**config.mk**
```make
export PLATFORM = sky130hd
export DESIGN_NAME = booth_pp_gen_flat
export DESIGN_NICKNAME = d
export VERILOG_FILES = /design/src/rtl/booth_pp_gen_if.sv /design/src/rtl/booth_pp_gen.sv /design/src/flat_wrapper.sv
export SDC_FILE = /design/constraint.sdc
export NUM_CORES = 2
export LEC_CHECK = 0
export BUFFER_PORTS_ARGS = -buffer_cell sky130_fd_sc_hd__buf_2
export CELL_PAD_IN_SITES_DETAIL_PLACEMENT = 1
export CELL_PAD_IN_SITES_GLOBAL_PLACEMENT = 2
export CORE_AREA = 4 4 430 432
export CTS_CLUSTER_SIZE = 20
export DETAILED_ROUTE_END_ITERATION = 10
export DIE_AREA = 0 0 434 436
export PLACE_DENSITY = 0.78
export REMOVE_ABC_BUFFERS = 1
export SLEW_MARGIN = 0
export SYNTH_ARGS = -nofsm -noshare
export SYNTH_HDL_FRONTEND = slang
export SYNTH_SLANG_ARGS = --single-unit
```
**constraint.sdc**
```tcl
create_clock -name clk -period 33.2 [get_ports clk]
set_clock_uncertainty 0.15 [all_clocks]
set_input_delay 6.64 -clock clk [delete_from_list [all_inputs] [get_ports clk]]
set_output_delay 6.64 -clock clk [all_outputs]
set_load 0.05 [all_outputs]
```
**src/rtl/booth_pp_gen_if.sv**
```systemverilog
// rtl/booth_pp_gen_if.sv - operand/column-vector handshake bundle for booth_pp_gen
interface booth_pp_gen_if;
  logic        in_valid;
  logic        in_ready;
  logic [31:0] A;
  logic [31:0] B;
  logic        out_valid;
  logic        out_ready;
  logic [15:0] N [64];
  logic [13:0] Cin;

  modport master (
    output in_valid, A, B, out_ready,
    input  in_ready, out_valid, N, Cin
  );

  modport slave (
    input  in_valid, A, B, out_ready,
    output in_ready, out_valid, N, Cin
  );
endinterface

```
**src/rtl/booth_pp_gen.sv**
```systemverilog
// rtl/booth_pp_gen.sv - radix-4 Booth partial-product generator, 32x32 signed, two-stage pipeline
// S1 holds A plus per-digit neg/one/two flags; S2 holds the 64 column vectors.
module booth_pp_gen (
  input  logic           clk,
  input  logic           rst,
  booth_pp_gen_if.slave  bus
);

  logic        s1_valid;
  logic [31:0] a_q;
  logic [15:0] neg_q, one_q, two_q;
  logic [15:0] neg_d, one_d, two_d;
  logic [32:0] b_ext;
  logic        accept;
  logic        s2_load;
  logic        out_valid_q;
  logic [63:0] a_ext;
  logic [63:0] mag [16];
  logic [63:0] sgn [16];
  logic [63:0] pp  [16];
  logic [15:0] n_next [64];
  logic [15:0] n_q    [64];

  assign s2_load     = s1_valid && (!out_valid_q || bus.out_ready);
  assign bus.in_ready = !s1_valid || s2_load;
  assign accept      = bus.in_valid && bus.in_ready;

  // Bit 0 of b_ext is the implicit B[-1] = 0.
  assign b_ext = {bus.B, 1'b0};

  // Triplet (b2k+1, b2k, b2k-1): 111 and 000 both encode zero, so neg is suppressed for 111.
  always_comb begin
    neg_d = '0;
    one_d = '0;
    two_d = '0;
    for (int k = 0; k < 16; k++) begin
      neg_d[k] = b_ext[2*k+2] & ~(b_ext[2*k+1] & b_ext[2*k]);
      one_d[k] = b_ext[2*k+1] ^ b_ext[2*k];
      two_d[k] = (b_ext[2*k+2] & ~b_ext[2*k+1] & ~b_ext[2*k]) |
                 (~b_ext[2*k+2] & b_ext[2*k+1] & b_ext[2*k]);
    end
  end

  assign a_ext = {{32{a_q[31]}}, a_q};

  // Full 64-bit sign extension before doubling keeps -2 * 0x80000000 exact.
  always_comb begin
    mag = '{default: '0};
    sgn = '{default: '0};
    pp  = '{default: '0};
    for (int k = 0; k < 16; k++) begin
      mag[k] = one_q[k] ? a_ext : (two_q[k] ? {a_ext[62:0], 1'b0} : 64'd0);
      sgn[k] = neg_q[k] ? (~mag[k] + 64'd1) : mag[k];
      pp[k]  = sgn[k] << (2 * k);
    end
  end

  always_comb begin
    n_next = '{default: '0};
    for (int j = 0; j < 64; j++) begin
      for (int k = 0; k < 16; k++) begin
        n_next[j][k] = pp[k][j];
      end
    end
  end

  always_ff @(posedge clk or posedge rst) begin
    if (rst) begin
      s1_valid <= 1'b0;
      a_q      <= '0;
      neg_q    <= '0;
      one_q    <= '0;
      two_q    <= '0;
    end else if (accept) begin
      s1_valid <= 1'b1;
      a_q      <= bus.A;
      neg_q    <= neg_d;
      one_q    <= one_d;
      two_q    <= two_d;
    end else if (s2_load) begin
      s1_valid <= 1'b0;
    end
  end

  always_ff @(posedge clk or posedge rst) begin
    if (rst) begin
      out_valid_q <= 1'b0;
      for (int j = 0; j < 64; j++) begin
        n_q[j] <= '0;
      end
    end else if (s2_load) begin
      out_valid_q <= 1'b1;
      n_q         <= n_next;
    end else if (bus.out_ready) begin
      out_valid_q <= 1'b0;
    end
  end

  assign bus.out_valid = out_valid_q;
  assign bus.N         = n_q;
  assign bus.Cin       = '0;

endmodule

```
**src/flat_wrapper.sv**
```systemverilog
// flat-port wrapper written by rule: the top's interface ports become plain ports
module booth_pp_gen_flat 
  (clk, rst, bus_in_valid, bus_A, bus_B, bus_out_ready, bus_in_ready, bus_out_valid, bus_N, bus_Cin);
  booth_pp_gen_if bus_i ();
  input  logic clk;
  input  logic rst;
  input wire logic [$bits(bus_i.in_valid)-1:0] bus_in_valid;
  input wire logic [$bits(bus_i.A)-1:0] bus_A;
  input wire logic [$bits(bus_i.B)-1:0] bus_B;
  input wire logic [$bits(bus_i.out_ready)-1:0] bus_out_ready;
  output wire logic [$bits(bus_i.in_ready)-1:0] bus_in_ready;
  output wire logic [$bits(bus_i.out_valid)-1:0] bus_out_valid;
  output wire logic [$bits(bus_i.N)-1:0] bus_N;
  output wire logic [$bits(bus_i.Cin)-1:0] bus_Cin;
  assign bus_i.in_valid = bus_in_valid;
  assign bus_i.A = bus_A;
  assign bus_i.B = bus_B;
  assign bus_i.out_ready = bus_out_ready;
  assign bus_in_ready = bus_i.in_ready;
  assign bus_out_valid = bus_i.out_valid;
  assign bus_N = {>>{bus_i.N}};
  assign bus_Cin = bus_i.Cin;
  booth_pp_gen u_core (.clk(clk), .rst(rst), .bus(bus_i));
endmodule
```
==> impl_metrics.ini <==
[worst_setup_path]
r2r_start = u_core.a_q[7]
start_kind = input pin
r2r-end = u_core.bus.N[297]
arrival_ps = 7240
critPathMaxFanout = 3
critical_path_class = in -> out
end_kind = primary output
crit_required_ps = 26410
regToRegSetupSlack_ps = 28310
reg2reg_depth = 7

[clocking]
cts_tree = yes
cts_resized = 0
cts_max_level = 3
post_cts_buffers = 0
max-clock-path-buffers = 3
cts_root_buf = clkbuf_16
numCtsBuffers = 107
cts.sinks = 866
clkSlewWorstSetupHoldPaths_ps = 60
clock_latency_ps = 820
hold_buffers = 0

[finish]
fillers = 21600
areaGrowthSynthToFinish_pct = 16.3
finalCoreUtilization = 0.361
final_common_cell = nand2_1
final_cells = 9809
stdcell_area_mm2 = 0.0651
drive_gt1_frac = 0.197
final_cell_mix = nand2_1, o21ai_0, buf_2
num-nets-final = 7430
multi_input_area_mm2 = 0.0306
seq_area_mm2 = 0.0218

[die]
pin_count = 1108
dieArea_mm2 = 0.189
coreArea_mm2 = 0.181
die_w_um = 434
row_count = 156
start_util = 0.310
die_h_um = 436

[global_routing]
grt_use_met3 = 0.0567
grt_overflow_total = 0
antenna_found_initial = 30
grt_use_met1 = 0.349
grt_usage = 0.288
top_usage_layer = met2
grt_pass1_wl_um = 401000
met2_usage = 0.463
grt_pass1_vias = 54700
grt_max_degree = 244

[power]
ir_drop_mv = 0.0449
power_density_mw_per_mm2 = 94.9
p_leak_nw = 28.8
p_total_mw = 6.18

[route]
drt_pre_antenna_iters = 5
drt_iter0_drc = 4449
dr_total_vias = 54500
drc = 0
wl_um = 283000
vias_per_cell = 5.56
wire_per_inst_um = 28.8
ant_nets = 0

[sta]
max-slew-margin-rel = 0.180
tns_ps = 0
worst_slack_ps = 19170
period_needed_ps = 14030
fin_crit_sh = 0.423
setup_violations = 0
hold_viol_final = 0
max_clock_freq_ghz = 0.0713
tightest_slew_ps = 1230
holdWs_ps = 315
rsz0062_at_grt = no
finalMaxSlewViolations = 0

[logic_synthesis]
ys.flop_type = dfrtp_1
ys_warn_count = 0
async_reset_ff_frac = 1.00
synth-edff-count = 0
ys_types = 99
synth-seq-cells = 866
synth_area_per_cell_um2 = 8.16
syn_area_mm2 = 0.0560
synth-seq-area-share = 0.387
syn_inst = 6859

[worst_hold_path]
worstHoldPathType = reg -> reg
min_to = u_core.bus.N[961]
hp-start = u_core.bus.N[961]
whs_path_depth = 2

[placement]
placedInstanceArea_mm2 = 0.0613
dpl_worst_slack_ps = 19170
place_inst = 9592
routabilityCongestion = 0.883
dp_hpwl_um = 199000
io_buffer_count = 853

[run_status]
status = complete, no violations

[job]
cap_violations = 0
## Yosys cell counts (41+ instances only)
cell type  number  area [µm²]
nand2_1      1190        4470
mux2_2         99        1110
o211ai_1       44         330
o21a_1        116         871
a22oi_1       183        1370
a211oi_1       41         308
o21ai_0       918        4590
buf_2          74         370
nor2b_1        85         532
and3_1         50         313
clkbuf_1      476        1790
xnor2_1       302        2650
buf_4         255        1910
a21o_1        100         751
o31ai_1        66         495
nand2b_1       78         488
nor2_1        364        1370
nor3_1         60         300
xor2_1        136        1190
buf_1         117         439
a21oi_1       323        1620
inv_1          52         195
a31oi_1        76         475
dfrtp_1       866       21700
nand3_1       107         536
mux2i_1       103        1030
## power breakdown
part / switching [mW] / leakage, nW / total (mW) / internal (mW)
Combinational: 2.50 / 16.5 / 3.24 / 0.738
Sequential: 0.277 / 10.5 / 1.66 / 1.39
Clock: 0.539 / 1.82 / 1.28 / 0.741
## worst max-delay path by stage
stage	start	to	slack (ps)
floorplan	rst	u_core.a_q[0]	2070
global placement	bus_out_ready	bus_in_ready	19160
detailed placement	bus_out_ready	bus_in_ready	19170
CTS	bus_out_ready	bus_in_ready	19170
global route	bus_out_ready	bus_in_ready	19130
finish	bus_out_ready	bus_in_ready	19170
## kinds of logic after synthesis
logic type,after synthesis,share of synthesized area
buffers and inverters,986,0.0853
XOR/XNOR,438,0.0685
other,1,0.0000670
flip-flops,866,0.387
multiplexers,202,0.0383
adder cells (fa/ha/maj),31,0.00693
AND/OR/NAND/NOR,2186,0.177
AO/OA/AOI/OAI,2149,0.237
## critical path, stage by stage
cell	delay [ps]
buf_2	100
nand3b_1	230
buf_2	270
## layer usage
layer	vias up	wire [µm]	share of wire
met5	-	32	0.00011
met4	6	21700	0.077
met3	603	18500	0.066
met2	2057	130000	0.46
met1	27500	112000	0.40
li1	24300	-	-
## cell type report
| type | count | share of cell area |
|---|---|---|
| Multi-Input combinational cell | 5260 | 0.470 |
| Timing Repair Buffer | 1035 | 0.0872 |
| Inverter | 61 | 0.00363 |
| Clock inverter | 60 | 0.0123 |
| Antenna cell | 17 | 0.000654 |
| Tap cell | 2370 | 0.0456 |
| Clock buffer | 140 | 0.0458 |
| Sequential cell | 866 | 0.335 |
## flip-flops by register name (all words and copies together) (netlist names)
name and flops:
u_core.two_q 16, u_core.bus.N 784, u_core.bus.out_valid 1, u_core.s1_valid 1, u_core.one_q 16, u_core.a_q 32
u_core.neg_q 16
(Power assumes the default switching activity.)
